### src/rtl/store_buffer_16bit_pkg.sv
// Shared types and sizes for the 16-bit CPU store buffer.
// Holds address/data widths, buffer depth, pointer width and the entry type.
package cpu16_pkg;

   localparam int CPU_AW   = 16;
   localparam int CPU_DW   = 16;
   localparam int SB_DEPTH = 4;
   localparam int SB_PW    = $clog2(SB_DEPTH);

   typedef logic [CPU_AW-1:0] addr_t;
   typedef logic [CPU_DW-1:0] data_t;

   typedef struct packed {
      addr_t addr;
      data_t data;
   } sb_entry_t;

endpackage

### src/rtl/store_buffer_16bit_if.sv
// CPU-side store/load handshake bundle of the store buffer.
// master = memory-access stage, slave = store buffer.
interface store_buffer_16bit_if
   import cpu16_pkg::*;
#(
   parameter int AW = CPU_AW,
   parameter int DW = CPU_DW
);

   logic          st_valid;
   logic [AW-1:0] st_addr;
   logic [DW-1:0] st_data;
   logic          st_ready;
   logic          ld_valid;
   logic [AW-1:0] ld_addr;
   logic          ld_ready;
   logic          ld_rvalid;
   logic [DW-1:0] ld_rdata;

   modport master (
      output st_valid, st_addr, st_data,
      output ld_valid, ld_addr,
      input  st_ready, ld_ready,
      input  ld_rvalid, ld_rdata
   );

   modport slave (
      input  st_valid, st_addr, st_data,
      input  ld_valid, ld_addr,
      output st_ready, ld_ready,
      output ld_rvalid, ld_rdata
   );

endinterface

### src/rtl/store_buffer_16bit_fwd_match.sv
// Age-ordered match of a load address against buffered stores.
// Ports: addr/vld entries, head/tail pointers, ld_addr in; hit/idx out.
module sb_fwd_match
   import cpu16_pkg::*;
#(
   parameter int DEPTH = SB_DEPTH,
   parameter int AW    = CPU_AW
) (
   input  logic [AW-1:0]            addr [DEPTH],
   input  logic [DEPTH-1:0]         vld,
   input  logic [$clog2(DEPTH)-1:0] head,
   input  logic [$clog2(DEPTH)-1:0] tail,
   input  logic [AW-1:0]            ld_addr,
   output logic                     hit,
   output logic [$clog2(DEPTH)-1:0] idx
);

   localparam int PW = $clog2(DEPTH);

   logic [PW-1:0] ptr;
   logic          done;

   // Walk from newest (tail-1) back to oldest (head); first match wins.
   always_comb begin
      hit  = 1'b0;
      idx  = '0;
      done = 1'b0;
      ptr  = tail - 1'b1;
      for (int k = 0; k < DEPTH; k++) begin
         if (!done && !hit && vld[ptr] && addr[ptr] == ld_addr) begin
            hit = 1'b1;
            idx = ptr;
         end
         done = done | (ptr == head);
         ptr  = ptr - 1'b1;
      end
   end

endmodule

### src/rtl/store_buffer_16bit.sv
// Posted-store buffer between the memory stage and data memory.
// Ports: clk, rst, cpu (slave handshake), mem_* memory port, empty.
module store_buffer_16bit
   import cpu16_pkg::*;
#(
   parameter int DEPTH = SB_DEPTH,
   parameter int AW    = CPU_AW,
   parameter int DW    = CPU_DW
) (
   input  logic                 clk,
   input  logic                 rst,
   store_buffer_16bit_if.slave  cpu,
   output logic [AW-1:0]        mem_addr,
   output logic [DW-1:0]        mem_wdata,
   output logic                 mem_read,
   output logic                 mem_write,
   input  logic [DW-1:0]        mem_rdata,
   output logic                 empty
);

   localparam int            PW       = $clog2(DEPTH);
   localparam logic [PW:0]   FULL_CNT = (PW+1)'(DEPTH);

   logic [AW-1:0]    addr_q [DEPTH];
   logic [DW-1:0]    data_q [DEPTH];
   logic [PW-1:0]    head;
   logic [PW-1:0]    tail;
   logic [PW:0]      count;
   logic [DEPTH-1:0] vld;

   logic             full;
   logic             ld_acc;
   logic             st_acc;
   logic             pop;
   logic             hit;
   logic [PW-1:0]    hit_idx;
   logic [DW-1:0]    fwd_data;
   logic             ld_rvalid_q;
   logic [DW-1:0]    ld_rdata_q;

   assign full  = (count == FULL_CNT);
   assign empty = (count == '0);

   assign cpu.st_ready  = ~full;
   assign cpu.ld_ready  = ~full;
   assign cpu.ld_rvalid = ld_rvalid_q;
   assign cpu.ld_rdata  = ld_rdata_q;

   // Reset wins over every handshake, including the drain.
   assign ld_acc = ~rst & cpu.ld_valid & ~full;
   assign st_acc = ~rst & cpu.st_valid & ~full;
   assign pop    = ~rst & ~ld_acc & ~empty;

   // Entry i is live when its distance from head is below count.
   always_comb begin
      vld = '0;
      for (int i = 0; i < DEPTH; i++) begin
         vld[i] = {1'b0, PW'(PW'(i) - head)} < count;
      end
   end

   sb_fwd_match #(
      .DEPTH (DEPTH),
      .AW    (AW)
   ) u_fwd (
      .addr    (addr_q),
      .vld     (vld),
      .head    (head),
      .tail    (tail),
      .ld_addr (cpu.ld_addr),
      .hit     (hit),
      .idx     (hit_idx)
   );

   assign fwd_data = hit ? data_q[hit_idx] : mem_rdata;

   always_comb begin
      mem_read  = 1'b0;
      mem_write = 1'b0;
      mem_addr  = '0;
      mem_wdata = '0;
      unique case (1'b1)
         ld_acc: begin
            mem_read = 1'b1;
            mem_addr = cpu.ld_addr;
         end
         pop: begin
            mem_write = 1'b1;
            mem_addr  = addr_q[head];
            mem_wdata = data_q[head];
         end
         default: ;
      endcase
   end

   always_ff @(posedge clk) begin
      if (st_acc) begin
         addr_q[tail] <= cpu.st_addr;
         data_q[tail] <= cpu.st_data;
      end
   end

   always_ff @(posedge clk) begin
      if (rst) begin
         head  <= '0;
         tail  <= '0;
         count <= '0;
      end else begin
         if (st_acc) tail <= tail + 1'b1;
         if (pop)    head <= head + 1'b1;
         unique case ({st_acc, pop})
            2'b10:   count <= count + 1'b1;
            2'b01:   count <= count - 1'b1;
            default: ;
         endcase
      end
   end

   // A load captures its data before a same-cycle store lands.
   always_ff @(posedge clk) begin
      if (rst) begin
         ld_rvalid_q <= 1'b0;
         ld_rdata_q  <= '0;
      end else begin
         ld_rvalid_q <= ld_acc;
         if (ld_acc) ld_rdata_q <= fwd_data;
      end
   end

endmodule
### src/flat_wrapper.sv
// flat-port wrapper written by rule: the top's interface ports become plain ports
module store_buffer_16bit_flat import cpu16_pkg::*;
#(
   parameter int DEPTH = SB_DEPTH,
   parameter int AW    = CPU_AW,
   parameter int DW    = CPU_DW
)
  (clk, rst, mem_addr, mem_wdata, mem_read, mem_write, mem_rdata, empty, cpu_st_valid, cpu_st_addr, cpu_st_data, cpu_ld_valid, cpu_ld_addr, cpu_st_ready, cpu_ld_ready, cpu_ld_rvalid, cpu_ld_rdata);
  store_buffer_16bit_if #(.AW(AW), .DW(DW)) cpu_i ();
  input  logic clk;
  input  logic rst;
  output logic [AW-1:0] mem_addr;
  output logic [DW-1:0] mem_wdata;
  output logic mem_read;
  output logic mem_write;
  input  logic [DW-1:0] mem_rdata;
  output logic empty;
  input wire logic [$bits(cpu_i.st_valid)-1:0] cpu_st_valid;
  input wire logic [$bits(cpu_i.st_addr)-1:0] cpu_st_addr;
  input wire logic [$bits(cpu_i.st_data)-1:0] cpu_st_data;
  input wire logic [$bits(cpu_i.ld_valid)-1:0] cpu_ld_valid;
  input wire logic [$bits(cpu_i.ld_addr)-1:0] cpu_ld_addr;
  output wire logic [$bits(cpu_i.st_ready)-1:0] cpu_st_ready;
  output wire logic [$bits(cpu_i.ld_ready)-1:0] cpu_ld_ready;
  output wire logic [$bits(cpu_i.ld_rvalid)-1:0] cpu_ld_rvalid;
  output wire logic [$bits(cpu_i.ld_rdata)-1:0] cpu_ld_rdata;
  assign cpu_i.st_valid = cpu_st_valid;
  assign cpu_i.st_addr = cpu_st_addr;
  assign cpu_i.st_data = cpu_st_data;
  assign cpu_i.ld_valid = cpu_ld_valid;
  assign cpu_i.ld_addr = cpu_ld_addr;
  assign cpu_st_ready = cpu_i.st_ready;
  assign cpu_ld_ready = cpu_i.ld_ready;
  assign cpu_ld_rvalid = cpu_i.ld_rvalid;
  assign cpu_ld_rdata = cpu_i.ld_rdata;
  store_buffer_16bit #(.DEPTH(DEPTH), .AW(AW), .DW(DW)) u_core (.clk(clk), .rst(rst), .cpu(cpu_i), .mem_addr(mem_addr), .mem_wdata(mem_wdata), .mem_read(mem_read), .mem_write(mem_write), .mem_rdata(mem_rdata), .empty(empty));
endmodule
### config.mk
export PLATFORM = sky130hd
export DESIGN_NAME = store_buffer_16bit_flat
export DESIGN_NICKNAME = d
export VERILOG_FILES = /design/src/rtl/store_buffer_16bit_pkg.sv /design/src/rtl/store_buffer_16bit_if.sv /design/src/rtl/store_buffer_16bit_fwd_match.sv /design/src/rtl/store_buffer_16bit.sv /design/src/flat_wrapper.sv
export SDC_FILE = /design/constraint.sdc
export NUM_CORES = 1
export LEC_CHECK = 0
export CAP_MARGIN = 40
export CORE_ASPECT_RATIO = 0.6
export CORE_MARGIN = 10
export CORE_UTILIZATION = 52
export DETAILED_ROUTE_END_ITERATION = 12
export MAX_ROUTING_LAYER = met4
export PLACE_DENSITY = 0.76
export SLEW_MARGIN = 20
export SYNTH_ARGS = -nofsm -noshare
export SYNTH_HDL_FRONTEND = slang
export SYNTH_SLANG_ARGS = --single-unit
export TNS_END_PERCENT = 30
### constraint.sdc
create_clock -name clk -period 4.15 [get_ports clk]
set_input_delay 0.6225 -clock clk [delete_from_list [all_inputs] [get_ports clk]]
set_output_delay 0.6225 -clock clk [all_outputs]
set_load 0.1 [all_outputs]
# After elaboration in Yosys (flattened, before gate mapping)
# Memories as Yosys holds them, arrays and structs flattened. A register that Yosys moved wholly into a read port is not among the register bits.
# Cells that the tools add are included.
dict set report totals {
  register_bits 88
  ram_bits 64
  inputBits 68
  output_inout_bits 54
  word_cells 128
  mem_count 1
}
dict set report classes {
  n_addsub 12
  magnitude_cmp 15
  n_eq_ne 10
  n_mux 44
  n_bitwise 18
  reduce_logical 19
}
# memory words width read_ports rd_ports_with_merged_regs wr line
set mem_list {}
lappend mem_list {u_core.data_q 4 16 2 1 1 store_buffer_16bit.sv:25} ;# logic [DW-1:0] data_q [DEPTH];
# cell n
set ops {}
lappend ops {{16-bit two-way mux} 13}
lappend ops {{16-bit binary-select mux with 2-bit select} 5}
lappend ops {{64-bit bitwise mux} 1}
lappend ops {{16-bit equality test} 4}
lappend ops {{16-bit demux with 2-bit select} 1}
lappend ops {{16-bit one-hot mux with 2 select lines} 1}
lappend ops {{3-bit >= comparator (second input constant)} 6}
lappend ops {{2-bit inverter with 3-bit output} 6}
lappend ops {{2-bit by 3-bit less-than comparator with 1-bit output} 4}
lappend ops {{2-bit by 3-bit less-than comparator with 1-bit output (second input constant)} 4}
lappend ops {{1-bit two-way mux} 12}
lappend ops {{2-bit two-way mux} 6}
lappend ops {{1-bit logical AND} 11}
lappend ops {{1-bit binary-select mux with 2-bit select} 4}
lappend ops {{2-bit by 1-bit subtractor with 2-bit output (second input constant)} 4}
lappend ops {{1-bit bitwise AND} 6}
lappend ops {{2-bit equality test} 3}
lappend ops {{1-bit logical NOT} 6}
lappend ops {{3-bit one-hot mux with 2 select lines} 1}
lappend ops {{2-bit by 1-bit adder with 2-bit output (second input constant)} 2}
lappend ops {{1-bit inverter} 4}
lappend ops {{1-bit by 2-bit subtractor with 2-bit output (first input constant)} 2}
lappend ops {{2-bit subtractor (first input constant)} 2}
lappend ops {{3-bit by 1-bit adder with 3-bit output (second input constant)} 1}
lappend ops {{8 further kinds} 9}

# Logic depth before layout (Yosys ltp)
# Gate-level depths: netlist of the first run.
# An unclocked memory read counts as a cell.
dict set report depth {
  ltp_word 25
  depth_mapped 21
  depth_no_buf 12
}

# Hierarchy
# A second synthesis of the first run with hierarchy kept.
dict set report unflattened {
  hier_cells 645
  hier_area_um2 9442.8
}
# mod instances cells_per_inst area_each_um2 seq_area_each_um2
set by_module_without_submodules {}
lappend by_module_without_submodules {store_buffer_16bit 1 361 6631.4 4364.2}
lappend by_module_without_submodules {sb_fwd_match 1 284 2811.4 0.0}

# Least setup slack after synthesis of the first run
# No wires, ideal clock.
dict set report synth_timing {
  path_kind {register to output}
  startpoint {reg u_core.count[1]}
  endpoint {out mem_wdata[10]}
  arrival_time_ps 4334
  t_required_ps 3527
  path_slack_ps -806
  stages_incl_launch_ff 8
  n_path_buf 2
  cell_sequence {dfxtp_1 inv_1 nand3_1 a21oi_1 nor2b_1 clkbuf_1 clkbuf_1 and2_1}
}
dict set report synth_via {
  elab_chain_cells 7
  elab_cells_between_ends 9
  cone_classes {1 x eq/ne; 1 x mux; 6 x bitwise; 1 x reduce/logical}
}
# item line
set synth_rtl {}
lappend synth_rtl {{start, declared} store_buffer_16bit.sv:28} ;# logic [PW:0] count;
lappend synth_rtl {{start signal, assigned} store_buffer_16bit.sv:112} ;# 2'b10: count <= count + 1'b1;
lappend synth_rtl {{start signal, assigned} store_buffer_16bit.sv:113} ;# 2'b01: count <= count - 1'b1;
lappend synth_rtl {{3-bit equality test} store_buffer_16bit.sv:41} ;# assign full = (count == FULL_CNT);
lappend synth_rtl {{1-bit inverter} --}
lappend synth_rtl {{via cpu_ld_ready} flat_wrapper.sv:24} ;# output wire logic [$bits(cpu_i.ld_ready)-1:0] cpu_ld_ready;
lappend synth_rtl {{1-bit bitwise AND} store_buffer_16bit.sv:50} ;# assign ld_acc = ~rst & cpu.ld_valid & ~full;
lappend synth_rtl {{1-bit inverter} store_buffer_16bit.sv:52} ;# assign pop = ~rst & ~ld_acc & ~empty;
lappend synth_rtl {{1-bit bitwise AND (2 in series)} store_buffer_16bit.sv:52}
lappend synth_rtl {{16-bit two-way mux} store_buffer_16bit.sv:82} ;# unique case (1'b1)
lappend synth_rtl {{end, declared} flat_wrapper.sv:13} ;# output logic [DW-1:0] mem_wdata;
# The timed path passes the listed nets, and every way through them passes these cells.

# Final worst setup path of the first run
dict set report layout_timing {
  startpoint {reg u_core.tail[1]}
  endpoint {reg u_core.ld_rdata_q[11], in the netlist u_core.cpu.ld_rdata[11]}
}
dict set report layout_via {
  elab_chain_cells 25
  elab_cells_between_ends 63
  cone_classes {4 x add/sub; 7 x eq/ne; 29 x mux; 6 x bitwise; 16 x reduce/logical; 1 x memory}
}
# item line
set layout_rtl {}
lappend layout_rtl {{start, declared} store_buffer_16bit.sv:27} ;# logic [PW-1:0] tail;
lappend layout_rtl {{start signal, assigned} store_buffer_16bit.sv:109} ;# if (st_acc) tail <= tail + 1'b1;
lappend layout_rtl {{2-bit by 1-bit subtractor with 2-bit output *} store_buffer_16bit_fwd_match.sv:28} ;# ptr = tail - 1'b1;
lappend layout_rtl {{2-bit inverter with 3-bit output (not written as such)} store_buffer_16bit_fwd_match.sv:30} ;# if (!done && !hit && vld[ptr] && addr[ptr] == ld_addr) begin
lappend layout_rtl {{16-bit binary-select mux with 2-bit select} store_buffer_16bit_fwd_match.sv:30}
lappend layout_rtl {{16-bit two-way mux (not written as such) (2 in series)} store_buffer_16bit_fwd_match.sv:30}
lappend layout_rtl {{16-bit equality test} store_buffer_16bit_fwd_match.sv:30}
lappend layout_rtl {{1-bit logical AND} store_buffer_16bit_fwd_match.sv:30}
lappend layout_rtl {{1-bit two-way mux} store_buffer_16bit_fwd_match.sv:30}
lappend layout_rtl {{1-bit logical NOT} store_buffer_16bit_fwd_match.sv:30}
lappend layout_rtl {{[4 not listed]} --}
lappend layout_rtl {{1-bit logical NOT} store_buffer_16bit_fwd_match.sv:30}
lappend layout_rtl {{1-bit logical AND (3 in series)} store_buffer_16bit_fwd_match.sv:30}
lappend layout_rtl {{1-bit two-way mux} store_buffer_16bit_fwd_match.sv:30}
lappend layout_rtl {{1-bit logical NOT} store_buffer_16bit_fwd_match.sv:30}
lappend layout_rtl {{1-bit logical AND (3 in series)} store_buffer_16bit_fwd_match.sv:30}
lappend layout_rtl {{2-bit two-way mux} store_buffer_16bit_fwd_match.sv:30}
lappend layout_rtl {{memory read 4 x 16 bit} --}
lappend layout_rtl {{16-bit two-way mux *} store_buffer_16bit.sv:75} ;# assign fwd_data = hit ? data_q[hit_idx] : mem_rdata;
lappend layout_rtl {{end signal, assigned} store_buffer_16bit.sv:126} ;# if (ld_acc) ld_rdata_q <= fwd_data;
lappend layout_rtl {{end, declared} store_buffer_16bit.sv:39} ;# logic [DW-1:0] ld_rdata_q;
# Every way passes the cells marked *; elsewhere a longest branch is shown, timed or not. The select of a mux whose other input is x is not followed.
# A chain may end at the register's enable or synchronous reset.

==> results of run 1 <==
cell type report:
cell class | instances | area share
clock inverter | 12 | 0.0125
clock buffer | 19 | 0.0314
antenna | 1 | 0.000182
timing repair buffer | 211 | 0.189
sequential | 154 | 0.317
multi-input combinational | 684 | 0.421
tap | 273 | 0.0248
inverter | 16 | 0.00436
path summary, 6_finish.rpt:
kind	from	end	slack [ns]	cells past startpoint
worst max-delay path	u_core.tail[1]	u_core.cpu.ld_rdata[11]	0.16	15
worst min-delay path	u_core.cpu.ld_rdata[3]	u_core.cpu.ld_rdata[3]	0.49	2
worst min register to register	u_core.cpu.ld_rdata[3]	u_core.cpu.ld_rdata[3]	0.49	2
worst max register to register	u_core.tail[1]	u_core.cpu.ld_rdata[11]	0.16	15
cells by family after synthesis:
| group | synth area share |
|---|---|
| compound gates | 0.119 |
| xor+xnor | 0.0562 |
| fa+ha+maj | 0.0125 |
| buf+inv | 0.0495 |
| flops | 0.412 |
| mux | 0.227 |
| simple gates | 0.124 |
report_power, final:
| part | switching (mW) | total, mW | internal (mW) |
|---|---|---|---|
| Sequential | 0.0488 | 1.78 | 1.74 |
| Combinational | 0.943 | 1.62 | 0.680 |
| Clock | 0.646 | 1.65 | 1.00 |
| Total | 1.64 | 5.05 | 3.42 |
stage by stage:
stage | setup WS (ns) | instances | TNS [ns] | utilization | hold slack (ns)
after floorplan | -0.192 | 946 | -2.90 | - | 0.469
after global placement | 0.119 | 1304 | 0 | 0.629 | 0.479
after detailed placement | -0.0517 | 1328 | -0.0517 | 0.649 | 0.485
after CTS | 0.106 | 1359 | 0 | 0.680 | 0.499
after global routing | -0.00625 | 1370 | -0.00659 | 0.688 | 0.527
final | 0.156 | 1370 | 0 | 0.688 | 0.495
metal layers:
| layer | track usage | up-vias |
|---|---|---|
| met1 | 0.374 | 4339 |
| met5 | - | - |
| met3 | 0.0775 | 38 |
| li1 | - | 3929 |
| met4 | 0.0568 | 0 |
| met2 | 0.333 | 578 |
flip-flops by register name, summed over array words and instances (netlist names), named ones only:
name / cells
u_core.head: 2
u_core.addr_q: 64
u_core.count: 3
u_core.tail: 2
u_core.cpu.ld_rvalid: 1
u_core.data_q: 64
u_core.cpu.ld_rdata: 16
layout by cell type, fill, tap and decap left out, types with 4 or more instances in the layout:
cell type | synthesis | final
a21oi_1 | 46 | 45
a22o_1 | 16 | 16
a22oi_1 | 17 | 17
a41o_1 | 32 | 32
and2_1 | 21 | 18
and4_1 | 4 | 4
buf_12 | 2 | 44
buf_4 | 4 | 51
buf_6 | 7 | 4
buf_8 | 0 | 21
bufinv_16 | 0 | 4
clkbuf_16 | 0 | 19
clkdlybuf4s50_1 | 0 | 87
dfxtp_1 | 26 | 24
edfxtp_1 | 128 | 128
ha_1 | 9 | 8
inv_1 | 15 | 15
mux2_2 | 13 | 13
mux2_4 | 11 | 11
mux2i_1 | 92 | 91
mux4_2 | 52 | 52
nand2_1 | 78 | 78
nand3_1 | 39 | 38
nand4_1 | 5 | 5
nor2_1 | 22 | 22
nor3_1 | 74 | 72
nor4_1 | 5 | 4
o21ai_0 | 7 | 7
o21ai_1 | 17 | 16
xnor2_1 | 30 | 30
xor2_1 | 38 | 37
worst min-delay path, delay by kind of cell, from the launching register on:
kind | cells | cell delay, ns
AOI/OAI and AO/OA | 2 | 0.14
DFF | 1 | 0.32
timing repair:
item,4_1_cts,5_1_grt
pin swaps,0,4
setup buffers,0,8
cloned,0,2
endpoints found under the setup margin,1,13
resized for setup,2,16
==> summary.md, run 1 <==
| Metric | Value |
|---|---|
| CP max stage delay | between 0.3 and 0.4 ns |
| Post-synth EDFFs | between 100 and 150 |
| CP delay by family, top | simple AND/OR/NAND/NOR gates |
| Met3 routed wirelength | roughly 4.2 mm |
| Synth top cells by count | 128 x edfxtp_1, 92 x mux2i_1, 78 x nand2_1 |
| Worst path most repeated cell | buf_12 |
| Hold Fails Final Rpt | 0 |
| Synth warn | 0 |
| Setup violators final | 0 |
| RD Place Congestion | 1.01 |
| Top FF cell, synth | edfxtp_1 |
| Die Y | 131 um |
| Asr flop ratio synth | 0 |
| Max VDD drop | a little under 0.4 mV |
| Setup CP Type | reg2reg |
| Vias in the first global route | 8256 |
| Post-synth top area share | 0.363 |
| Sink Count | 154 |
| Initial antenna violation count | 1 |
| Critical path cell sequence | inv_1 > ha_2 > buf_12 > buf_4 > mux4_2 > xor2_1 > a2111oi_0 > and4_1 > nand4_2 > or2_4 > buf_12 > a41o_1 > nor3_1 > mux2_4 > o21ai_1 |
| Maxcap violations | 0 |
| Clock-pin slew on the worst setup and hold paths | about 0.060 ns |
| Vias | 8884 |
| Design area | between 10000 and 15000 um2 |
| Longest Clk Path Bufs | 2 |
| Worst EP required | between 4 and 5 ns |
| Largest net degree at the start of global routing | 73 |
| Total core area | 20000 um2 |
| Pleak | between 5 and 6 nW |
| Area growth syn-to-layout | 30.0% |
| M1 wire length | around 15 mm |
| NumNets Final | 1162 |
| DPL Wire Length | ~24 mm |
| CTS tree | yes |
| Top layer used by detailed routing | met4 |
| Synthesized area per cell | 11.2 um2 |
| Placed Area | 13000 um2 |
| Std-Cell Rows | 40 |
| Crit path max fanout | 16 |
| Vias/cell | roughly 6.5 |
| Multi-input combinational cell area | between 5000 and 6000 um2 |
| Worst-Margin Slew | a little under 0.8 ns |
| Buffers on Ports | ~120 |
| Cell area after synthesis | between 10000 and 15000 um2 |
| Synthesis-stage register bit count | approximately 150 |
| Buf/Inv on CP | 4 |
| Max-slew violations | 0 |
| Distinct cell type count of the synthesized netlist | 70 |
| Routed WL per cell | 24.3 um |
| Routed Antenna Nets | 0 |
| Leading area contributor after synthesis | edfxtp_1 |
| First-pass GRT wire length | roughly 50 mm |
| Grt total ovfl | 0 |
| Max-slew headroom | 0.484 |
| # DRC | 0 |
| Tcrit/Tclk final | 0.962 |
| Die X | 204 um |
| CP startpoint kind | flip-flop |
| Die area | approximately 27000 um2 |
| Metal2 WL | approximately 14 mm |
| CTS Root Cell | clkbuf_16 |
| DRT Pass-1 Iters | 5 |
| CTS Hold Bufs | 0 |
| Status | finished, final reports clean |
| Type of the tightest min-delay check | reg2reg |
| Clock Skew | roughly 0.014 ns |
| Most common cell in the netlist | edfxtp_1 |
| Sequential share of the synthesized area | 0.412 |
| Skew-Pair Late Insertion Delay | ~0.45 ns |
| Endpoint class of the critical path | flip-flop |
| Pwr dens | around 370 nW/um2 |
| Synth Instances | 946 |
| Global Route Usage Sum | 0.255 |
| Reg area | ~4400 um2 |
| Synth area leaders | edfxtp_1 36%, mux4_2 11%, mux2i_1 8.7% |
| Ports | 122 |
| Initial Util | 0.529 |
| Fill cell count | between 1000 and 1500 |
| H-tree depth | 4 |
| Tmin final | between 3 and 4 ns |
| Slowest cell on crit path | a2111oi_0 |
| Drt first-iter violations | approximately 1200 |
| Post-Syn Nets | just over 1000 |
| Share of cells above drive strength 1 | 0.231 |
| Tot Pwr | about 5.1 mW |
| Worst path arrival time | between 4 and 5 ns |
| CTS buffer count | 17 |
| Fmax | ~250 MHz |
| Drt total wl | 33.3 mm |
(Power assumes the default switching activity.)
==> run 2: changes to the inputs <==
--- a/config.mk
+++ b/config.mk
@@ -14,2 +14,3 @@
 export PLACE_DENSITY = 0.76
+export SKIP_CTS_REPAIR_TIMING = 1
 export SLEW_MARGIN = 20
==> constraint.sdc (replaced) <==
create_clock -name clk -period 4.15 [get_ports clk]
set_input_delay 0.83 -clock clk [delete_from_list [all_inputs] [get_ports clk]]
set_output_delay 0.83 -clock clk [all_outputs]
set_load 0.1 [all_outputs]
==> run 2 against run 1 <==
Compared with the run above:
- via count shrank 0.10%
- sequential power hardly changed
- final cell count barely moved
- worst hold slack gained 0.0059 ns
- routed wire length down 3.4%
- critical endpoint is now u_core.cpu.ld_rdata[9]
- largest cell class unchanged
- largest power group unchanged
==> summary.md, run 2 (synthesis results as in run 1) <==
| Metric | Value |
|---|---|
| Endpoint class of the critical path | flip-flop (unchanged) |
| Status | finished, final reports clean (unchanged) |
| Initial antenna violation count | 3 (was 1) |
| Reg2reg end | u_core.cpu.ld_rdata[9] (was u_core.cpu.ld_rdata[11]) |
| DRT Pass-1 Iters | 6 (was 5) |
| Post-route setup slack | 0.144 ns (was 0.156 ns) |
| Ports | 122 (unchanged) |
| Switching pwr | 1.65 mW (was 1.64 mW) |
| Die Y | 131 um (unchanged) |
| Placed insts | 1335 (was 1328) |
| Max-slew violations | 0 (unchanged) |
| Area growth syn-to-layout | 29.2% (was 30.0%) |
| Post-place setup slack | 0.0888 ns (was -0.0517 ns) |
| CTS Root Cell | clkbuf_16 (unchanged) |
| Critical path cell sequence | inv_2 > ha_4 > buf_12 > buf_4 > mux4_2 > xor2_1 > nor2_1 > o2111ai_1 > or4_2 > buf_12 > a41o_1 > nor3_1 > buf_4 > mux2_4 > o21ai_1 (was inv_1 > ha_2 > buf_12 > buf_4 > mux4_2 > xor2_1 > a2111oi_0 > and4_1 > nand4_2 > or2_4 > buf_12 > a41o_1 > nor3_1 > mux2_4 > o21ai_1) |
| Fmax | 250 MHz (about the same) |
| CTS buffer count | 17 (unchanged) |
| Worst-Margin Slew | 0.735 ns (was 0.773 ns) |
| NumNets Final | 1160 (was 1162) |
| Routed Antenna Nets | 0 (unchanged) |
| Internal power component | 3.30 mW (was 3.42 mW) |
| R2R Path Start | u_core.tail[0] (was u_core.tail[1]) |
| Std-Cell Rows | 40 (unchanged) |
| Tot Pwr | 4.94 mW (was 5.05 mW) |
| Hold_sp | u_core.cpu.ld_rdata[5] (was u_core.cpu.ld_rdata[3]) |
| Worst path arrival time | 4.33 ns (was 4.32 ns) |
| Tcrit/Tclk final | 0.965 (was 0.962) |
| CP max stage delay | 0.70 ns (was 0.39 ns) |
| H-tree depth | 4 (unchanged) |
| Buffers on Ports | 121 (unchanged) |
| Crit path max fanout | 60 (was 16) |
| Sink Count | 154 (unchanged) |
| RSZ-0062 raised after global routing | false |
| RD Place Congestion | 1.06 (was 1.01) |
| Pwr dens | 361 nW/um2 (was 367 nW/um2) |
| CP delay by family, top | simple AND/OR/NAND/NOR gates (unchanged) |
| Grt total ovfl | 0 (unchanged) |
| Combinational share of power | 0.326 (was 0.321) |
| Max-slew headroom | 0.510 (was 0.484) |
| Worst EP required | 4.47 ns (about the same) |
| Total core area | 20000 um2 (unchanged) |
| Vias in the first global route | 8386 (was 8256) |
| Clock Skew | 0.00927 ns (was 0.0142 ns) |
| Die X | 204 um (unchanged) |
| Drt total wl | 32.2 mm (was 33.3 mm) |
| Vias/cell | 6.47 (was 6.48) |
| Largest net degree at the start of global routing | 97 (was 73) |
| Finished Layout Cells | 1371 (was 1370) |
| Highest-count cells in the layout ignoring fill and taps | 128 x edfxtp_1, 92 x mux2i_1, 87 x clkdlybuf4s50_1, 78 x nand2_1, 73 x nor3_1 (was 128 x edfxtp_1, 91 x mux2i_1, 87 x clkdlybuf4s50_1, 78 x nand2_1, 72 x nor3_1) |
| Max VDD drop | 0.301 mV (was 0.398 mV) |
| Hold Fails Final Rpt | 0 (unchanged) |
| # DRC | 0 (unchanged) |
| Sw frac | 0.333 (was 0.324) |
| Worst reg2reg setup slack | 0.14 ns (was 0.16 ns) |
| Die area | 26700 um2 (unchanged) |
| Maxcap violations | 0 (unchanged) |
| Setup CP Type | reg2reg (unchanged) |
| CTS tree | yes (unchanged) |
| First-pass GRT wire length | 49.2 mm (was 50.2 mm) |
| Routed WL per cell | 23.5 um (was 24.3 um) |
| DPL Wire Length | 22.8 mm (was 23.5 mm) |
| Tmin final | 4.01 ns (was 3.99 ns) |
| Worst R2R Path Depth | 15 (unchanged) |
| Drt first-iter violations | 1304 (was 1249) |
| Slowest cell on crit path | or4_2 (was a2111oi_0) |
| Share of cells above drive strength 1 | 0.232 (was 0.231) |
| Initial Util | 0.529 (unchanged) |
| Setup violators final | 0 (unchanged) |
| Seq pwr share | 0.361 (was 0.353) |
| Clock-pin slew on the worst setup and hold paths | 0.06 ns (about the same) |
| Setup TNS | 0 ns (unchanged) |
| Pleak | 5.14 nW (was 5.19 nW) |
| Vias | 8875 (was 8884) |
| Buf/Inv on CP | 5 (was 4) |
| Longest Clk Path Bufs | 2 (unchanged) |
| Utilization after layout | 0.684 (was 0.688) |
| Clock power frac | 0.313 (was 0.326) |
| Skew-Pair Late Insertion Delay | 0.43 ns (was 0.45 ns) |
| Type of the tightest min-delay check | reg2reg (unchanged) |
| Fill cell count | 1417 (was 1407) |
| Most common cell after layout, fill and taps aside | edfxtp_1 (unchanged) |
| Global Route Usage Sum | 0.245 (was 0.255) |
| Hold endpoint | u_core.cpu.ld_rdata[5] (was u_core.cpu.ld_rdata[3]) |
| Hold Path Depth | 2 (unchanged) |
| CP startpoint kind | flip-flop (unchanged) |
## run 2: cell type report
cell class / count / area [um2] / area share
antenna: 3 / 7.51 / 0.000549
clock buffer: 18 / 429 / 0.0314
clock inverter: 14 / 146 / 0.0107
inverter: 16 / 60.1 / 0.00439
multi-input combinational: 684 / 5790 / 0.423
sequential: 154 / 4370 / 0.319
tap: 273 / 342 / 0.0250
timing repair buffer: 209 / 2540 / 0.186
## run 2: power by group through the flow
stage | clock (mW) | combinational, mW | sequential, mW
floorplan | 0 | 0.965 | 1.87
global placement | 0 | 1.49 | 1.81
finish | 1.55 | 1.61 | 1.78
global route | 1.63 | 1.70 | 1.79
CTS | 1.56 | 1.57 | 1.78
detailed placement | 0 | 1.56 | 1.81
## run 2: how the worst max path moves through the flow
stage | from | to | slack, ns | depth (start not counted)
after floorplan | u_core.tail[0] | u_core.cpu.ld_rdata[0] | -0.08 | 19
after global placement | cpu_ld_addr[12] | u_core.cpu.ld_rdata[15] | 0.12 | 12
after detailed placement | cpu_ld_addr[12] | u_core.cpu.ld_rdata[11] | 0.09 | 11
after CTS | u_core.tail[1] | u_core.cpu.ld_rdata[15] | 0.19 | 16
after global routing | u_core.tail[0] | u_core.cpu.ld_rdata[15] | 0.02 | 17
final | u_core.tail[0] | u_core.cpu.ld_rdata[9] | 0.14 | 15
## run 2: worst register-to-register path, stage by stage, from the launching register on
cell	delay (ns)
dfxtp_4	0.40
inv_2	0.07
ha_4	0.31
buf_12	0.17
buf_4	0.22
mux4_2	0.32
xor2_1	0.16
nor2_1	0.18
o2111ai_1	0.15
or4_2	0.70
buf_12	0.26
a41o_1	0.27
nor3_1	0.32
buf_4	0.19
mux2_4	0.13
o21ai_1	0.05
## run 2: metrics by stage
stage / instance area [um2] / hold WS (ns)
after CTS: 13600 / 0.506
final: 13700 / 0.501
after floorplan: 10600 / 0.469
after global routing: 13700 / 0.537
after global placement: 12700 / 0.486
after detailed placement: 13000 / 0.491
## run 2: routing by layer
metal	up-vias	global-route usage	routed length [um]
met5	-	-	0
met4	0	0.0637	486
met3	40	0.0811	4100
met2	574	0.325	13500
met1	4324	0.350	14200
li1	3937	-	-
==> run 3: changes to the inputs <==
Settings changed: CORE_MARGIN 10 to 2, HOLD_SLACK_MARGIN set to 0.05.
==> run 3 against run 2 <==
Compared with the run above:
- sequential share of layout area grew 0.36 points
- combinational power shrank 3%
- die area shrank 19%
- cell area shrank 1.1%
- worst hold slack lost 0.0049 ns
- via count shrank 0.24%
- final cell count shrank 1.2%
- setup slack gained 0.089 ns
- register-to-register slack gained 0.09 ns
==> summary.md, run 3 (synthesis results as in run 1) <==
| Metric | Value |
|---|---|
| Status | finished, final reports clean (unchanged) |
| First-pass GRT wire length | 47.9 mm (was 49.2 mm) |
| Ports | 122 (unchanged) |
| RD Place Congestion | 1.01 (was 1.06) |
| Clock Skew | 0.00734 ns (was 0.00927 ns) |
| Global Route Usage Sum | 0.302 (was 0.245) |
| DRT Pass-1 Iters | 6 (unchanged) |
| Die area | 21600 um2 (was 26700 um2) |
| Tcrit/Tclk final | 0.944 (was 0.965) |
| Vias/cell | 6.53 (was 6.47) |
| Worst path arrival time | 4.28 ns (was 4.33 ns) |
| Die Y | 115 um (was 131 um) |
| Skew-Pair Late Insertion Delay | 0.44 ns (was 0.43 ns) |
| Tot Pwr | 4.91 mW (was 4.94 mW) |
| Setup violators final | 0 (unchanged) |
| CP delay by family, top | simple AND/OR/NAND/NOR gates (unchanged) |
| R2R Path Start | u_core.tail[1] (was u_core.tail[0]) |
| CTS buffer count | 17 (unchanged) |
| Utilization after layout | 0.678 (was 0.684) |
| Std-Cell Rows | 40 (unchanged) |
| Worst path most repeated cell | buf_12 |
| Initial Util | 0.531 (was 0.529) |
| Drt first-iter violations | 1446 (was 1304) |
| Endpoint class of the critical path | flip-flop (unchanged) |
| Max-slew headroom | 0.478 (was 0.510) |
| Pleak | 5.08 nW (was 5.14 nW) |
| RSZ-0062 raised after global routing | false (unchanged) |
| Drt total wl | 31.0 mm (was 32.2 mm) |
| Critical path cell sequence | inv_1 > ha_2 > buf_12 > buf_4 > mux4_2 > xnor2_1 > nand4_1 > or4_2 > o211a_1 > a221o_1 > buf_12 > mux2_4 > o21ai_1 (was inv_2 > ha_4 > buf_12 > buf_4 > mux4_2 > xor2_1 > nor2_1 > o2111ai_1 > or4_2 > buf_12 > a41o_1 > nor3_1 > buf_4 > mux2_4 > o21ai_1) |
| Crit path max fanout | 32 (was 60) |
| WHS | 0.496 ns (was 0.501 ns) |
| Share of cells above drive strength 1 | 0.222 (was 0.232) |
| Maxcap violations | 0 (unchanged) |
| Type of the tightest min-delay check | reg2reg (unchanged) |
| Buffers on Ports | 121 (unchanged) |
| Max-slew violations | 0 (unchanged) |
| NumNets Final | 1146 (was 1160) |
| CTS tree | yes (unchanged) |
| Grt total ovfl | 0 (unchanged) |
| Vias in the first global route | 8288 (was 8386) |
| DPL Wire Length | 21.3 mm (was 22.8 mm) |
| Worst-Margin Slew | 0.783 ns (was 0.735 ns) |
| Clock-pin slew on the worst setup and hold paths | 0.07 ns (was 0.06 ns) |
| Total core area | 20000 um2 (about the same) |
| Setup CP Type | reg2reg (unchanged) |
| CP startpoint | u_core.tail[1] (was u_core.tail[0]) |
| CTS Root Cell | clkbuf_16 (unchanged) |
| Most common cell after layout, fill and taps aside | edfxtp_1 (unchanged) |
| Worst reg2reg setup slack | 0.23 ns (was 0.14 ns) |
| H-tree depth | 4 (unchanged) |
| # DRC | 0 (unchanged) |
| Fill cell count | 1403 (was 1417) |
| Longest Clk Path Bufs | 2 (unchanged) |
| CP startpoint kind | flip-flop (unchanged) |
| Tmin final | 3.92 ns (was 4.01 ns) |
| Fmax | 255 MHz (was 250 MHz) |
| Initial antenna violation count | 1 (was 3) |
| Worst R2R Path Depth | 13 (was 15) |
| Buf/Inv on CP | 4 (was 5) |
| Routed Antenna Nets | 0 (unchanged) |
| Area growth syn-to-layout | 27.7% (was 29.2%) |
| Highest-count cells in the layout ignoring fill and taps | 128 x edfxtp_1, 92 x mux2i_1, 87 x clkdlybuf4s50_1, 78 x nand2_1, 73 x nor3_1 (unchanged) |
| Slowest cell on crit path | or4_2 (unchanged) |
| CP max stage delay | 0.76 ns (was 0.70 ns) |
| Max VDD drop | 0.282 mV (was 0.301 mV) |
| Worst Setup EP | u_core.cpu.ld_rdata[14] (was u_core.cpu.ld_rdata[9]) |
| Hold Fails Final Rpt | 0 (unchanged) |
| Design area | 13500 um2 (was 13700 um2) |
| Critical path depth | 13 (was 15) |
| Vias | 8854 (was 8875) |
| Placed Area | 12900 um2 (was 13000 um2) |
| Largest net degree at the start of global routing | 78 (was 97) |
| Routed WL per cell | 22.9 um (was 23.5 um) |
| Reg2reg end | u_core.cpu.ld_rdata[14] (was u_core.cpu.ld_rdata[9]) |
| Die X | 188 um (was 204 um) |
| Worst EP required | 4.52 ns (was 4.47 ns) |
| Pwr dens | 363 nW/um2 (was 361 nW/um2) |
| Sink Count | 154 (unchanged) |
## run 3: how the worst min path moves through the flow
stage	cells after the start	start	slack, ns	to
global placement	2	u_core.cpu.ld_rdata[14]	0.49	u_core.cpu.ld_rdata[14]
global route	2	u_core.cpu.ld_rdata[5]	0.53	u_core.cpu.ld_rdata[5]
CTS	2	u_core.cpu.ld_rdata[7]	0.50	u_core.cpu.ld_rdata[7]
detailed placement	2	u_core.cpu.ld_rdata[7]	0.48	u_core.cpu.ld_rdata[7]
finish	2	u_core.cpu.ld_rdata[7]	0.50	u_core.cpu.ld_rdata[7]
floorplan	2	u_core.tail[1]	0.47	u_core.tail[1]
## run 3: worst register-to-register path: stages (launching register included)
cell	delay, ns
dfxtp_1	0.34
inv_1	0.07
ha_2	0.38
buf_12	0.21
buf_4	0.26
mux4_2	0.32
xnor2_1	0.16
nand4_1	0.16
or4_2	0.76
o211a_1	0.19
a221o_1	0.38
buf_12	0.18
mux2_4	0.30
o21ai_1	0.13
## run 3: final cells by class
cell class	instances	area, um2	area share
Tap cell	273	342	0.0252
Clock inverter	15	173	0.0128
Multi-Input combinational cell	684	5770	0.427
Antenna cell	1	2.50	0.000185
Clock buffer	17	425	0.0314
Sequential cell	154	4370	0.323
Timing Repair Buffer	195	2390	0.177
Inverter	16	60.1	0.00444
## run 3: power breakdown
part | leakage, nW | total [mW] | switching [mW] | internal (mW)
sequential | 1.38 | 1.78 | 0.0484 | 1.73
clock | 0.287 | 1.56 | 0.706 | 0.858
combinational | 3.41 | 1.56 | 0.918 | 0.642
total | 5.08 | 4.91 | 1.67 | 3.23
## run 3: through the flow
step | setup TNS, ns | std cells | worst slack (ns)
after detailed placement | 0 | 1321 | 0.125
final | 0 | 1355 | 0.233
after floorplan | -1.31 | 946 | -0.0848
after CTS | 0 | 1353 | 0.243
after global placement | 0 | 1300 | 0.191
after global routing | 0 | 1355 | 0.0144
## run 3: layer usage
layer	vias to the layer above	track usage	part of all wire
met3	61	0.0876	0.12
met4	0	0.0856	0.017
li1	3903	-	-
met2	557	0.400	0.42
met1	4333	0.443	0.45
met5	-	-	0
